### config.mk
export PLATFORM = sky130hd
export DESIGN_NAME = cpu_ctrl
export DESIGN_NICKNAME = d
export VERILOG_FILES = /design/src/rtl/cpu_pkg.sv /design/src/rtl/cpu_pc.sv /design/src/rtl/cpu_ctrl.sv
export SDC_FILE = /design/constraint.sdc
export NUM_CORES = 1
export LEC_CHECK = 0
export ABC_AREA = 1
export CORE_MARGIN = 1.5
export CORE_UTILIZATION = 45
export DETAILED_ROUTE_END_ITERATION = 12
export DONT_BUFFER_PORTS = 1
export PLACE_DENSITY_LB_ADDON = 0.2
export SLEW_MARGIN = 20
export SYNTH_ARGS = -nofsm -noshare
export SYNTH_HDL_FRONTEND = slang
export SYNTH_SLANG_ARGS = --single-unit
### constraint.sdc
create_clock -name clk -period 1.41 [get_ports clk]
set_clock_uncertainty 0.1 [all_clocks]
set_input_delay 0.141 -clock clk [delete_from_list [all_inputs] [get_ports clk]]
set_output_delay 0.141 -clock clk [all_outputs]
set_load 0.01 [all_outputs]
### src/rtl/cpu_pkg.sv
// cpu_pkg: shared opcode, SYS subop, state and ALU encodings for the 4-bit CPU
package cpu_pkg;
    localparam logic [1:0] OP_ADD = 2'b00;
    localparam logic [1:0] OP_SUB = 2'b01;
    localparam logic [1:0] OP_LDI = 2'b10;
    localparam logic [1:0] OP_SYS = 2'b11;

    localparam logic [1:0] SYS_NOP  = 2'b00;
    localparam logic [1:0] SYS_JZ   = 2'b01;
    localparam logic [1:0] SYS_RSVD = 2'b10;
    localparam logic [1:0] SYS_HALT = 2'b11;

    localparam logic [1:0] ALU_ADD = 2'b00;
    localparam logic [1:0] ALU_SUB = 2'b01;

    localparam logic [2:0] ST_FETCH  = 3'd0;
    localparam logic [2:0] ST_DECODE = 3'd1;
    localparam logic [2:0] ST_EXEC   = 3'd2;
    localparam logic [2:0] ST_WB     = 3'd3;
    localparam logic [2:0] ST_HALT   = 3'd4;

    typedef enum logic [2:0] {
        S_FETCH  = ST_FETCH,
        S_DECODE = ST_DECODE,
        S_EXEC   = ST_EXEC,
        S_WB     = ST_WB,
        S_HALT   = ST_HALT
    } state_t;

    // Maps an arithmetic opcode onto the ALU encoding shared with the datapath
    function automatic logic [1:0] alu_op_of(input logic [1:0] op);
        return (op == OP_SUB) ? ALU_SUB : ALU_ADD;
    endfunction
endpackage

### src/rtl/cpu_pc.sv
// cpu_pc: program counter with sync active-low reset, jump load and wrapping increment
module cpu_pc #(
    parameter int              PC_W     = 4,
    parameter logic [PC_W-1:0] RESET_PC = '0
) (
    input  logic            clk,
    input  logic            rst_n,
    input  logic            i_load,
    input  logic            i_inc,
    input  logic [PC_W-1:0] i_load_val,
    output logic [PC_W-1:0] o_pc
);
    logic [PC_W-1:0] r_pc;

    // Reset wins, then a taken jump, then increment (wraps modulo 2^PC_W)
    always_ff @(posedge clk) begin
        if (!rst_n)
            r_pc <= RESET_PC;
        else if (i_load)
            r_pc <= i_load_val;
        else if (i_inc)
            r_pc <= r_pc + PC_W'(1);
    end

    assign o_pc = r_pc;
endmodule

### src/rtl/cpu_ctrl.sv
// cpu_ctrl: multi-cycle fetch/decode/exec/writeback sequencer for the 4-bit CPU
module cpu_ctrl
    import cpu_pkg::*;
#(
    parameter int              PC_W     = 4,
    parameter logic [PC_W-1:0] RESET_PC = '0
) (
    input  logic            clk,
    input  logic            rst_n,
    input  logic [7:0]      INSTR,
    input  logic            INSTR_VALID,
    output logic            INSTR_READY,
    output logic [PC_W-1:0] PC,
    input  logic            ZERO,
    output logic [1:0]      SEL_A,
    output logic [1:0]      SEL_B,
    output logic [1:0]      ALU_OP,
    output logic [3:0]      IMM,
    output logic            IMM_SEL,
    output logic            WR_EN,
    output logic [1:0]      WR_SEL,
    output logic            HALTED
);
    state_t      r_state;
    logic [7:0]  r_ir;
    logic [1:0]  r_sel_a;
    logic [1:0]  r_sel_b;
    logic [1:0]  r_wr_sel;
    logic [1:0]  r_alu_op;
    logic [3:0]  r_imm;
    logic        r_imm_sel;
    logic        r_wr_en;
    logic        r_halted;

    logic [1:0]      w_op;
    logic [1:0]      w_sub;
    logic            w_decode_sys;
    logic            w_pc_load;
    logic            w_pc_inc;
    logic [PC_W-1:0] w_target;

    assign w_op         = r_ir[7:6];
    assign w_sub        = r_ir[5:4];
    assign w_decode_sys = (r_state == S_DECODE) && (w_op == OP_SYS);
    assign w_target     = PC_W'(r_ir[3:0]);
    assign w_pc_load    = w_decode_sys && (w_sub == SYS_JZ) && ZERO;
    assign w_pc_inc     = (r_state == S_WB) ||
                          (w_decode_sys && ((w_sub == SYS_NOP) || (w_sub == SYS_RSVD) ||
                                            ((w_sub == SYS_JZ) && !ZERO)));

    cpu_pc #(
        .PC_W     (PC_W),
        .RESET_PC (RESET_PC)
    ) u_pc (
        .clk        (clk),
        .rst_n      (rst_n),
        .i_load     (w_pc_load),
        .i_inc      (w_pc_inc),
        .i_load_val (w_target),
        .o_pc       (PC)
    );

    // Control FSM; every control output is registered on the transition into its state
    always_ff @(posedge clk) begin
        if (!rst_n) begin
            r_state   <= S_FETCH;
            r_ir      <= '0;
            r_sel_a   <= '0;
            r_sel_b   <= '0;
            r_wr_sel  <= '0;
            r_alu_op  <= '0;
            r_imm     <= '0;
            r_imm_sel <= 1'b0;
            r_wr_en   <= 1'b0;
            r_halted  <= 1'b0;
        end else begin
            case (r_state)
                S_FETCH: begin
                    if (INSTR_VALID) begin
                        r_ir     <= INSTR;
                        r_sel_a  <= INSTR[3:2];
                        r_sel_b  <= INSTR[1:0];
                        r_wr_sel <= INSTR[5:4];
                        r_imm    <= INSTR[3:0];
                        r_state  <= S_DECODE;
                    end
                end
                S_DECODE: begin
                    if (w_op == OP_ADD || w_op == OP_SUB) begin
                        r_alu_op <= alu_op_of(w_op);
                        r_state  <= S_EXEC;
                    end else if (w_op == OP_LDI) begin
                        r_wr_en   <= 1'b1;
                        r_imm_sel <= 1'b1;
                        r_state   <= S_WB;
                    end else if (w_sub == SYS_HALT) begin
                        r_halted <= 1'b1;
                        r_state  <= S_HALT;
                    end else begin
                        r_state <= S_FETCH;
                    end
                end
                S_EXEC: begin
                    r_wr_en <= 1'b1;
                    r_state <= S_WB;
                end
                S_WB: begin
                    r_wr_en   <= 1'b0;
                    r_imm_sel <= 1'b0;
                    r_state   <= S_FETCH;
                end
                S_HALT:  r_state <= S_HALT;
                default: r_state <= S_FETCH;
            endcase
        end
    end

    assign INSTR_READY = (r_state == S_FETCH);
    assign SEL_A       = r_sel_a;
    assign SEL_B       = r_sel_b;
    assign ALU_OP      = r_alu_op;
    assign IMM         = r_imm;
    assign IMM_SEL     = r_imm_sel;
    assign WR_EN       = r_wr_en;
    assign WR_SEL      = r_wr_sel;
    assign HALTED      = r_halted;
endmodule

==> flow_summary.yaml <==
cts:
  clk_latency_ps: 290
  cts_tree: "done"
  clk_root_buffer_cell: "clkbuf_4"
  clock_sinks: 19
  cts_made_buffers: 3
  clkTransAtPathRegs_ps: 100
  clk_path_buf_depth: 2
  htreeDepth: 1
floorplanning:
  initial_core_util_pct: 49.6
  dieWidth_um: 50.2
  pin_count: 32
  fp-row-count: 16
  fp.coreArea_um2: 2020
  design.die.area_um2: 2520
  die_y_um: 50.2
grt:
  grt_pass1_vias: 823
  grt_max_degree: 12
  antenna_found_initial: 0
  grt_overflow: 0
  grt_pass1_wl_um: 3640
  grt_usage_pct: 18.9
power_and_ir_drop:
  ir_drop_uv: 705
  p_total_mw: 1.15
  power.density_nw_per_um2: 1040
  p_leak_nw: 0.468
setup_path:
  reg2reg_depth: 6
  critPathKind: "reg2out"
  endpoint: "INSTR_READY"
  setup.worst_path.start: "r_state[1]$_SDFFE_PN0P_"
  r2r-start: "r_state[1]$_SDFFE_PN0P_"
  worstPathArrival_ps: 1070
  cp_max_fo: 7
  reg2reg_slack_ps: 110
  cp-end-kind: "output port"
  r2r_end: "r_ir[7]$_SDFFE_PN0P_"
  crit_required_ps: 1170
  start_kind: "register"
status:
  outcome: "finished clean"
placement:
  place_hpwl_um: 1470
  gp_congestion: 0.882
  portBuffers: 0
  dp.cells: 158
timing:
  hold_violations: 0
  min_period_over_period_pct: 92.7
  fmax_mhz: 765
  period_needed_ps: 1310
  maxSlewViolCount: 0
  setup_viol: 0
  setup_tns_ps: 0
  fin_hold_ws_ps: 142
  grt_setup_unrepaired: "yes"
detailed_routing:
  drc: 0
  vias: 852
  wl_per_cell_um: 11.7
  drtIter0Drc: 11
  drt_pass1_iterations: 4
  via_per_inst: 4.95
  ant_nets: 0
  wl_um: 2010
final_layout:
  area_growth_pct: 10.7
  regArea_um2: 380
  layout-drive-gt1-share_pct: 14.5
  final_nets: 159
  nFillCells: 202
  fin_util_pct: 55.0
  multi_input_area_um2: 468
  fin_cells: 172
  antenna-diode-count: 0
job:
  drv_cap: 0
synth:
  syn_area_per_cell_um2: 7.22
  yosysWarnings: 0
  synth.distinct_cells: 24
  synth_area_leaders: "dfxtp_1, buf_4, nand2_1, nand3_1, a21oi_1"
  synth_top_area_share_pct: 37.9
  yosys_register_bits: 19
  synthCells: 139
  synthesis.nets: 152
  synth_top_area_cell: "dfxtp_1"
  synth-seq-area-share_pct: 37.9
  syn-cell-area_um2: 1000
hold_path:
  holdCritPathClass: "in2reg"
  min-delay-start: "ZERO"
layout by cell type (no fill, tap or decap), drive strengths merged:
master,instances
dlymetal6s4s,1
nand2,27
nand3,16
dfxtp,19
nor3,2
a21oi,15
clkbuf,4
inv,12
ha,1
nand4,2
o21ai,4
buf,6
nor2,22
conb,1
xnor2,1
clkinvlp,1
dlygate4sd3,9
nand3b,2
per-stage QoR:
stage / setup slack [ps] / instance area [µm²]
after floorplan: 178 / 1000
after CTS: 22.8 / 1100
after global placement: 128 / 976
final: 103 / 1110
after detailed placement: 93.0 / 976
after global routing: -2.29 / 1110
Yosys cell counts:
cell	number
nand2_1	22
nor2_1	20
dfxtp_1	19
nand3_1	16
a21oi_1	15
buf_4	12
inv_1	10
nand2_2	3
nand2_4	2
nand3b_1	2
nor2_4	2
nor3_1	2
o21ai_0	2
o21ai_1	2
buf_2	1
buf_6	1
clkinv_1	1
conb_1	1
ha_1	1
inv_2	1
inv_4	1
nand4_1	1
nand4_2	1
xnor2_1	1
area by class of cell:
type,instances,share of cell area (%)
inverter,13,4.95
multi-input combinational,93,42.1
clock buffer,4,2.36
timing repair buffer,16,13.3
tap,27,3.04
sequential,19,34.2
timing repair:
| action | in CTS | in global routing |
|---|---|---|
| resized for setup | 0 | 3 |
| endpoints found under the setup margin | 0 | 6 |
| endpoints found under the hold margin | 19 | 0 |
| buffers inserted | 0 | 0 |
| hold buffers | 10 | 0 |
how the worst min path moves through the flow:
stage | end | slack, ps | cells past startpoint
after floorplan | r_ir[0]$_SDFFE_PN0P_ | 210 | 2
after global placement | u_pc.o_pc[3]$_SDFFE_PN0P_ | 170 | 2
after detailed placement | u_pc.o_pc[0]$_SDFFE_PN0P_ | 170 | 2
after CTS | u_pc.o_pc[1]$_SDFFE_PN0P_ | 140 | 5
after global routing | u_pc.o_pc[1]$_SDFFE_PN0P_ | 160 | 5
final | u_pc.o_pc[1]$_SDFFE_PN0P_ | 140 | 5
report_power, final:
part / switching [mW] / leakage, nW / internal, mW
clock network: 0.159 / 0.0150 / 0.110
logic: 0.144 / 0.297 / 0.101
registers: 0.0568 / 0.156 / 0.581
worst max-delay path, cell delays in order, from the launching register on:
cell,delay (ps)
dfxtp_1,360
nor2_4,220
nand2_4,80
inv_4,110
routing by layer:
layer | GRT usage, % | vias up | wire length, µm
met5 | 0 | - | 0
met4 | 6.48 | 0 | 36
met3 | 6.55 | 5 | 103
met2 | 31.4 | 25 | 963
met1 | 22.4 | 375 | 905
li1 | - | 447 | -
cell families (layout without fill, tap and decap cells):
logic type,count (synthesis),in the layout,synth area share [%]
other cells,1,1,0.374
simple gates,71,71,34.4
compound gates,19,19,9.48
xor+xnor,1,1,0.873
fa+ha+maj,1,1,1.25
buf+inv,27,33,15.7
flops,19,19,37.9
flip-flops by register name, indices dropped and copies added, names as in the netlist:
signal / count
HALTED: 1
IMM_SEL: 1
WR_EN: 1
ALU_OP: 1
r_ir: 8
u_pc.o_pc: 4
r_state: 3
Note: power is estimated with default switching activity, not from simulation.
